### src/rtl/reg_writeback_queue_if.sv
// Producer, register-file write and lookup signals of the writeback queue.
// The queue owns the slave side; the producers, register file and hazard logic use the master side.
// No logic lives here, only wiring and direction.
interface reg_writeback_queue_if #(
  parameter int DATA_W = 16,
  parameter int REG_W  = 4
);
  logic                     mem_valid;
  logic [REG_W-1:0]         mem_reg;
  logic [DATA_W-1:0]        mem_data;
  logic                     mem_ready;
  logic                     alu_valid;
  logic [REG_W-1:0]         alu_reg;
  logic [DATA_W-1:0]        alu_data;
  logic                     alu_ready;
  logic [REG_W-1:0]         DstReg;
  logic                     WriteReg;
  logic [DATA_W-1:0]        DstData;
  logic [(1<<REG_W)-1:0]    pending;
  logic [REG_W-1:0]         fwd_reg1;
  logic                     fwd_hit1;
  logic [DATA_W-1:0]        fwd_data1;
  logic [REG_W-1:0]         fwd_reg2;
  logic                     fwd_hit2;
  logic [DATA_W-1:0]        fwd_data2;

  modport slave (
    input  mem_valid, mem_reg, mem_data, alu_valid, alu_reg, alu_data, fwd_reg1, fwd_reg2,
    output mem_ready, alu_ready, DstReg, WriteReg, DstData, pending,
           fwd_hit1, fwd_data1, fwd_hit2, fwd_data2
  );

  modport master (
    output mem_valid, mem_reg, mem_data, alu_valid, alu_reg, alu_data, fwd_reg1, fwd_reg2,
    input  mem_ready, alu_ready, DstReg, WriteReg, DstData, pending,
           fwd_hit1, fwd_data1, fwd_hit2, fwd_data2
  );
endinterface

### src/rtl/reg_writeback_queue.sv
// In-order writeback FIFO merging memory and ALU results into one register-file write per cycle.
// Latency: a result accepted at edge N is presented on WriteReg/DstReg/DstData in the following cycle.
// Backpressure: ready reflects free slots including the same-edge pop; mem takes priority over alu.
module reg_writeback_queue #(
  parameter int DEPTH  = 4,
  parameter int DATA_W = 16,
  parameter int REG_W  = 4
) (
  input  logic                   clk,
  input  logic                   rst,
  reg_writeback_queue_if.slave   bus
);
  localparam int PW = $clog2(DEPTH);
  localparam int CW = PW + 1;

  logic [PW-1:0]     rd_ptr_q, rd_ptr_d;
  logic [PW-1:0]     wr_ptr_q, wr_ptr_d;
  logic [CW-1:0]     count_q, count_d;
  logic [REG_W-1:0]  ent_reg_q  [DEPTH];
  logic [REG_W-1:0]  ent_reg_d  [DEPTH];
  logic [DATA_W-1:0] ent_data_q [DEPTH];
  logic [DATA_W-1:0] ent_data_d [DEPTH];

  logic              pop;
  logic              mem_acc;
  logic              alu_acc;
  logic [CW:0]       space;
  logic [PW-1:0]     alu_idx;
  logic [PW-1:0]     scan_idx;

  // Free slots this edge count the head pop; a valid mem result reserves one slot ahead of alu.
  always_comb begin
    pop           = (count_q != '0);
    space         = (CW+1)'(DEPTH) - {1'b0, count_q} + {{CW{1'b0}}, pop};
    bus.mem_ready = (space >= (CW+1)'(1));
    bus.alu_ready = bus.mem_valid ? (space >= (CW+1)'(2)) : (space >= (CW+1)'(1));
    mem_acc       = bus.mem_valid & bus.mem_ready;
    alu_acc       = bus.alu_valid & bus.alu_ready;
  end

  // Next pointers, occupancy and entry writes; mem lands first since it is the older result.
  always_comb begin
    rd_ptr_d   = rd_ptr_q + PW'(pop);
    wr_ptr_d   = wr_ptr_q + PW'(mem_acc) + PW'(alu_acc);
    count_d    = count_q + CW'(mem_acc) + CW'(alu_acc) - CW'(pop);
    alu_idx    = wr_ptr_q + PW'(mem_acc);
    ent_reg_d  = ent_reg_q;
    ent_data_d = ent_data_q;
    if (mem_acc) begin
      ent_reg_d[wr_ptr_q]  = bus.mem_reg;
      ent_data_d[wr_ptr_q] = bus.mem_data;
    end
    if (alu_acc) begin
      ent_reg_d[alu_idx]  = bus.alu_reg;
      ent_data_d[alu_idx] = bus.alu_data;
    end
  end

  // Control state clears asynchronously so a reset discards everything queued.
  always_ff @(posedge clk or negedge rst) begin
    if (!rst) begin
      rd_ptr_q <= '0;
      wr_ptr_q <= '0;
      count_q  <= '0;
    end else begin
      rd_ptr_q <= rd_ptr_d;
      wr_ptr_q <= wr_ptr_d;
      count_q  <= count_d;
    end
  end

  // Entry payloads carry no reset; they are only observed while counted as occupied.
  always_ff @(posedge clk) begin
    ent_reg_q  <= ent_reg_d;
    ent_data_q <= ent_data_d;
  end

  // Head write, scoreboard and forwarding; scanning oldest to youngest lets the youngest match win.
  always_comb begin
    bus.WriteReg  = pop;
    bus.DstReg    = '0;
    bus.DstData   = '0;
    bus.pending   = '0;
    bus.fwd_hit1  = 1'b0;
    bus.fwd_data1 = '0;
    bus.fwd_hit2  = 1'b0;
    bus.fwd_data2 = '0;
    scan_idx      = '0;
    if (pop) begin
      bus.DstReg  = ent_reg_q[rd_ptr_q];
      bus.DstData = ent_data_q[rd_ptr_q];
    end
    for (int k = 0; k < DEPTH; k++) begin
      scan_idx = rd_ptr_q + PW'(k);
      if (CW'(k) < count_q) begin
        bus.pending[ent_reg_q[scan_idx]] = 1'b1;
        if (ent_reg_q[scan_idx] == bus.fwd_reg1) begin
          bus.fwd_hit1  = 1'b1;
          bus.fwd_data1 = ent_data_q[scan_idx];
        end
        if (ent_reg_q[scan_idx] == bus.fwd_reg2) begin
          bus.fwd_hit2  = 1'b1;
          bus.fwd_data2 = ent_data_q[scan_idx];
        end
      end
    end
  end
endmodule

### src/flat_wrapper.sv
// flat-port wrapper written by rule: the top's interface ports become plain ports
module reg_writeback_queue_flat 
#(
  parameter int DEPTH  = 4,
  parameter int DATA_W = 16,
  parameter int REG_W  = 4
)
  (clk, rst, bus_mem_valid, bus_mem_reg, bus_mem_data, bus_alu_valid, bus_alu_reg, bus_alu_data, bus_fwd_reg1, bus_fwd_reg2, bus_mem_ready, bus_alu_ready, bus_DstReg, bus_WriteReg, bus_DstData, bus_pending, bus_fwd_hit1, bus_fwd_data1, bus_fwd_hit2, bus_fwd_data2);
  reg_writeback_queue_if #(.DATA_W(DATA_W), .REG_W(REG_W)) bus_i ();
  input  logic clk;
  input  logic rst;
  input wire logic [$bits(bus_i.mem_valid)-1:0] bus_mem_valid;
  input wire logic [$bits(bus_i.mem_reg)-1:0] bus_mem_reg;
  input wire logic [$bits(bus_i.mem_data)-1:0] bus_mem_data;
  input wire logic [$bits(bus_i.alu_valid)-1:0] bus_alu_valid;
  input wire logic [$bits(bus_i.alu_reg)-1:0] bus_alu_reg;
  input wire logic [$bits(bus_i.alu_data)-1:0] bus_alu_data;
  input wire logic [$bits(bus_i.fwd_reg1)-1:0] bus_fwd_reg1;
  input wire logic [$bits(bus_i.fwd_reg2)-1:0] bus_fwd_reg2;
  output wire logic [$bits(bus_i.mem_ready)-1:0] bus_mem_ready;
  output wire logic [$bits(bus_i.alu_ready)-1:0] bus_alu_ready;
  output wire logic [$bits(bus_i.DstReg)-1:0] bus_DstReg;
  output wire logic [$bits(bus_i.WriteReg)-1:0] bus_WriteReg;
  output wire logic [$bits(bus_i.DstData)-1:0] bus_DstData;
  output wire logic [$bits(bus_i.pending)-1:0] bus_pending;
  output wire logic [$bits(bus_i.fwd_hit1)-1:0] bus_fwd_hit1;
  output wire logic [$bits(bus_i.fwd_data1)-1:0] bus_fwd_data1;
  output wire logic [$bits(bus_i.fwd_hit2)-1:0] bus_fwd_hit2;
  output wire logic [$bits(bus_i.fwd_data2)-1:0] bus_fwd_data2;
  assign bus_i.mem_valid = bus_mem_valid;
  assign bus_i.mem_reg = bus_mem_reg;
  assign bus_i.mem_data = bus_mem_data;
  assign bus_i.alu_valid = bus_alu_valid;
  assign bus_i.alu_reg = bus_alu_reg;
  assign bus_i.alu_data = bus_alu_data;
  assign bus_i.fwd_reg1 = bus_fwd_reg1;
  assign bus_i.fwd_reg2 = bus_fwd_reg2;
  assign bus_mem_ready = bus_i.mem_ready;
  assign bus_alu_ready = bus_i.alu_ready;
  assign bus_DstReg = bus_i.DstReg;
  assign bus_WriteReg = bus_i.WriteReg;
  assign bus_DstData = bus_i.DstData;
  assign bus_pending = bus_i.pending;
  assign bus_fwd_hit1 = bus_i.fwd_hit1;
  assign bus_fwd_data1 = bus_i.fwd_data1;
  assign bus_fwd_hit2 = bus_i.fwd_hit2;
  assign bus_fwd_data2 = bus_i.fwd_data2;
  reg_writeback_queue #(.DEPTH(DEPTH), .DATA_W(DATA_W), .REG_W(REG_W)) u_core (.clk(clk), .rst(rst), .bus(bus_i));
endmodule
### config.mk
export PLATFORM = sky130hd
export DESIGN_NAME = reg_writeback_queue_flat
export DESIGN_NICKNAME = d
export VERILOG_FILES = /design/src/rtl/reg_writeback_queue_if.sv /design/src/rtl/reg_writeback_queue.sv /design/src/flat_wrapper.sv
export SDC_FILE = /design/constraint.sdc
export NUM_CORES = 1
export LEC_CHECK = 0
export ABC_CLOCK_PERIOD_IN_PS = 4100
export CORE_UTILIZATION = 52
export CTS_CLUSTER_SIZE = 14
export DETAILED_ROUTE_END_ITERATION = 12
export PLACE_DENSITY_LB_ADDON = 0.15
export REMOVE_ABC_BUFFERS = 1
export SKIP_LAST_GASP = 1
export SYNTH_ARGS = -nofsm -noshare
export SYNTH_HDL_FRONTEND = slang
export SYNTH_SLANG_ARGS = --single-unit
export TNS_END_PERCENT = 1
### constraint.sdc
create_clock -name clk -period 4.1 [get_ports clk]
set_clock_uncertainty 0.2 [all_clocks]
set_input_delay 0.82 -clock clk [delete_from_list [all_inputs] [get_ports clk]]
set_output_delay 0.82 -clock clk [all_outputs]
set_load 0.01 [all_outputs]
==> reports/results.txt <==
maximum clock path buffer count = 2
share of the yosys chip area belonging to registers = 0.225
syn_area_per_cell = 8.15 um2
Worst Max-Slew Pin Slew = 836 ps
final setup fails = 38
final WL = 24000 um
Critical Path End Type = primary output
Total Power = 11.4 mW
drt wl/cell = 18.3 um
max-cap violations = 0
core footprint = 14700 um2
ys flop type = dfxtp_1
DP Worst Slack = -459 ps
Die X = 125 um
critical-path cell list = buf_12, mux4_2, mux2_4, nor4_4, o21bai_4, buf_4, a211oi_1, a221oi_1, buf_4, dlygate4sd2_1
post-layout minimum cycle time = 4390 ps
Final WS setup = -293 ps
Slew HR = 0.442
layout cell share with drive strength beyond 1 = 0.170
EDFF count, synth = 0
status = complete, but fails checks
CTS Sinks = 87
Peak Freq = 228 MHz
GPL Wtd Cong = 0.917
CTS Root Cell = clkbuf_16
Total Routing Usage GR = 0.303
CTS tree = built
first-pass GRT wire length = 37800 um
DRC = 7
Hold Vio Cnt, Final = 0
Slew Viols, Final = 0
vias in the first global route = 7414
unrepaired setup endpoints after global routing = true
gr ovfl total = 0
die area = 15700 um2
DR iter-0 viols = 618
VDD IR max = 524 uV
fill count = 1247
Post-Synthesis Cell Area = 7910 um2
Die Y = 125 um
PD cells = 1130 nW/um2
Layout area overhead = 27.8%
max incr delay on CP = 550 ps
DRT antenna net count = 0
clk_lat worst skew = 350 ps
row count = 44
number of antenna violations at the first check in global routing = 0
Startpoint Class = flip-flop
critical setup path kind = reg2out
Worst Path Required = 3080 ps
Async SR Flop Fraction = 0.0805
hold bufs inserted after CTS = 0
most frequent CP cell = buf_4
# H-tree levels = 3
Ports = 125
Final Net Count = 1183
setup TNS = -4960 ps
DP Wirelength = 16700 um
YS warnings = 0
vias per cell = 6.06
Antenna Cells = 0
CTS buffer count = 9
worst-path maximum fanout = 7
CTS clk-pin slew, worst paths = 70 ps
via count = 7935
Lkg Pwr = 4.38 nW
Initial Utilization = 0.538
1st-pass router iterations = 12
largest net degree at the start of global routing = 57
Synth Register Bits = 87
Worst path slowest cell = mux4_2
Unique masters post-synth = 61
violated checks = design-rule violations, negative setup slack
Tcrit/Tclk final = 1.07
Cells after Synth = 970
IO buf count = 124
HP Class = reg2reg
Worst Path Arrival = 3370 ps
-- flip-flops by register name, summed over array words and instances, names as in the netlist --
name and count:
u_core.count_q 3, u_core.ent_data_q 64, u_core.wr_ptr_q 2, u_core.ent_reg_q 16
u_core.rd_ptr_q 2
-- per-layer routing --
layer / GRT usage / up-vias / part of all wire
met2: 0.515 / 295 / 0.47
met1: 0.390 / 3768 / 0.44
met5: 0 / - / 0
met4: 0.0961 / 0 / 0.023
met3: 0.0539 / 47 / 0.063
li1: - / 3825 / -
-- area by class of cell --
class	count	area, um2	area share
inverters	21	78.8	0.00780
clock buffers	9	225	0.0223
well taps	184	230	0.0228
flip-flops and latches	87	1780	0.176
repair buffers	209	1960	0.194
multi-input cells	792	5760	0.570
clock inverters	7	66.3	0.00656
-- power breakdown --
part           total [mW]  internal [mW]  switching [mW]
logic                8.83           4.26            4.57
clock network       0.816          0.425           0.391
registers            1.74           1.33           0.408
-- logic make-up after synthesis --
family,after synthesis,synth area share
AND/OR/NAND/NOR,361,0.236
AO/OA/AOI/OAI,234,0.209
multiplexers,152,0.221
buffers and inverters,91,0.0522
flip-flops,87,0.225
XOR/XNOR,34,0.0377
adder cells (fa/ha/maj),11,0.0193
-- worst max-delay path, delay by kind of cell, from the launching register on --
kind                   cells  cell delay (ps)
AO/OA/AOI/OAI              3              530
flip-flops                 1              420
AND/OR/NAND/NOR            1              420
multiplexers               2              890
buffers and inverters      4              770
-- stage by stage --
stage / util / instance area (um2) / std cells / hold slack, ps
after floorplan: - / 7570 / 900 / 313
after global placement: 0.661 / 9720 / 1281 / 332
after detailed placement: 0.661 / 9720 / 1281 / 347
after CTS: 0.685 / 10100 / 1305 / 359
after global routing: 0.687 / 10100 / 1309 / 380
final: 0.687 / 10100 / 1309 / 358
-- timing repair --
action | CTS | global route
setup buffers | 8 | 4
endpoints found under the setup margin | 42 | 42
resized for setup | 30 | 2
pin swaps | 2 | 2
-- synthesized netlist by cell type (2+ instances only) --
cell        n  share of area
buf_2      15         0.0095
xnor2_1    21          0.023
or2_2       4         0.0032
and2_1     34          0.027
fa_1        2         0.0051
buf_1      11         0.0052
clkbuf_1   37          0.018
nand3_1     3         0.0019
dfxtp_1    80           0.20
a221oi_2   10          0.019
o21ai_0   115          0.073
a31o_2     16          0.018
nand4b_1    2         0.0022
and4b_1     2         0.0025
and3_1      4         0.0032
inv_1      20         0.0095
o32ai_1     2         0.0022
nor3_1     22          0.014
mux2_2     17          0.024
nand2b_1    9         0.0071
mux4_2     16          0.046
xor2_1     13          0.014
mux2i_1   118           0.15
nor3b_1    19          0.018
dfrtp_1     7          0.022
nand2_1   178          0.085
buf_6       5         0.0071
ha_1        9          0.014
nand3b_1   18          0.017
o31a_1     16          0.018
a21oi_1     3         0.0019
a221oi_1    5         0.0055
a221o_1     3         0.0038
nor2b_1    41          0.032
nand4_1     4         0.0032
a211oi_2   11          0.017
a31oi_1    17          0.013
o21a_1      2         0.0019
nor2_1     13         0.0062
o221ai_1   11          0.012
a22oi_1    11          0.010
a211oi_1    5         0.0047
-- final timing paths --
check / from / end / slack [ps] / depth (start not counted)
min: u_core.ent_data_q[8] / u_core.ent_data_q[8] / 360 / 2
max in group asynchronous: rst / u_core.rd_ptr_q[1] / 2880 / 1
max reg2reg: u_core.count_q[2] / u_core.ent_reg_q[11] / 520 / 13
min in group asynchronous: rst / u_core.wr_ptr_q[1] / 530 / 1
max: u_core.rd_ptr_q[0] / bus_fwd_data1[4] / -290 / 10
min reg2reg: u_core.ent_data_q[8] / u_core.ent_data_q[8] / 360 / 2
-- layout by cell type, fill, tap and decap left out, types with 5 or more instances in the layout --
master             n
a211oi_1           5
a211oi_2          11
a221oi_1           5
a221oi_2          10
a22oi_1           11
a31o_2            16
a31oi_1           15
and2_1            33
buf_12             9
buf_4             76
clkbuf_16          9
clkdlybuf4s50_1   96
dfrtp_1            5
dfxtp_1           80
dlygate4sd2_1     26
ha_1               9
inv_1             20
mux2_2            17
mux2i_1          118
mux4_2            16
nand2_1          178
nand2b_1           9
nand3b_1          18
nor2_1            13
nor2b_1           41
nor3_1            21
nor3b_1           18
o21ai_0          115
o221ai_1          11
o31a_1            16
xnor2_1           21
xor2_1            13
Note: power is estimated with default switching activity, not from simulation.
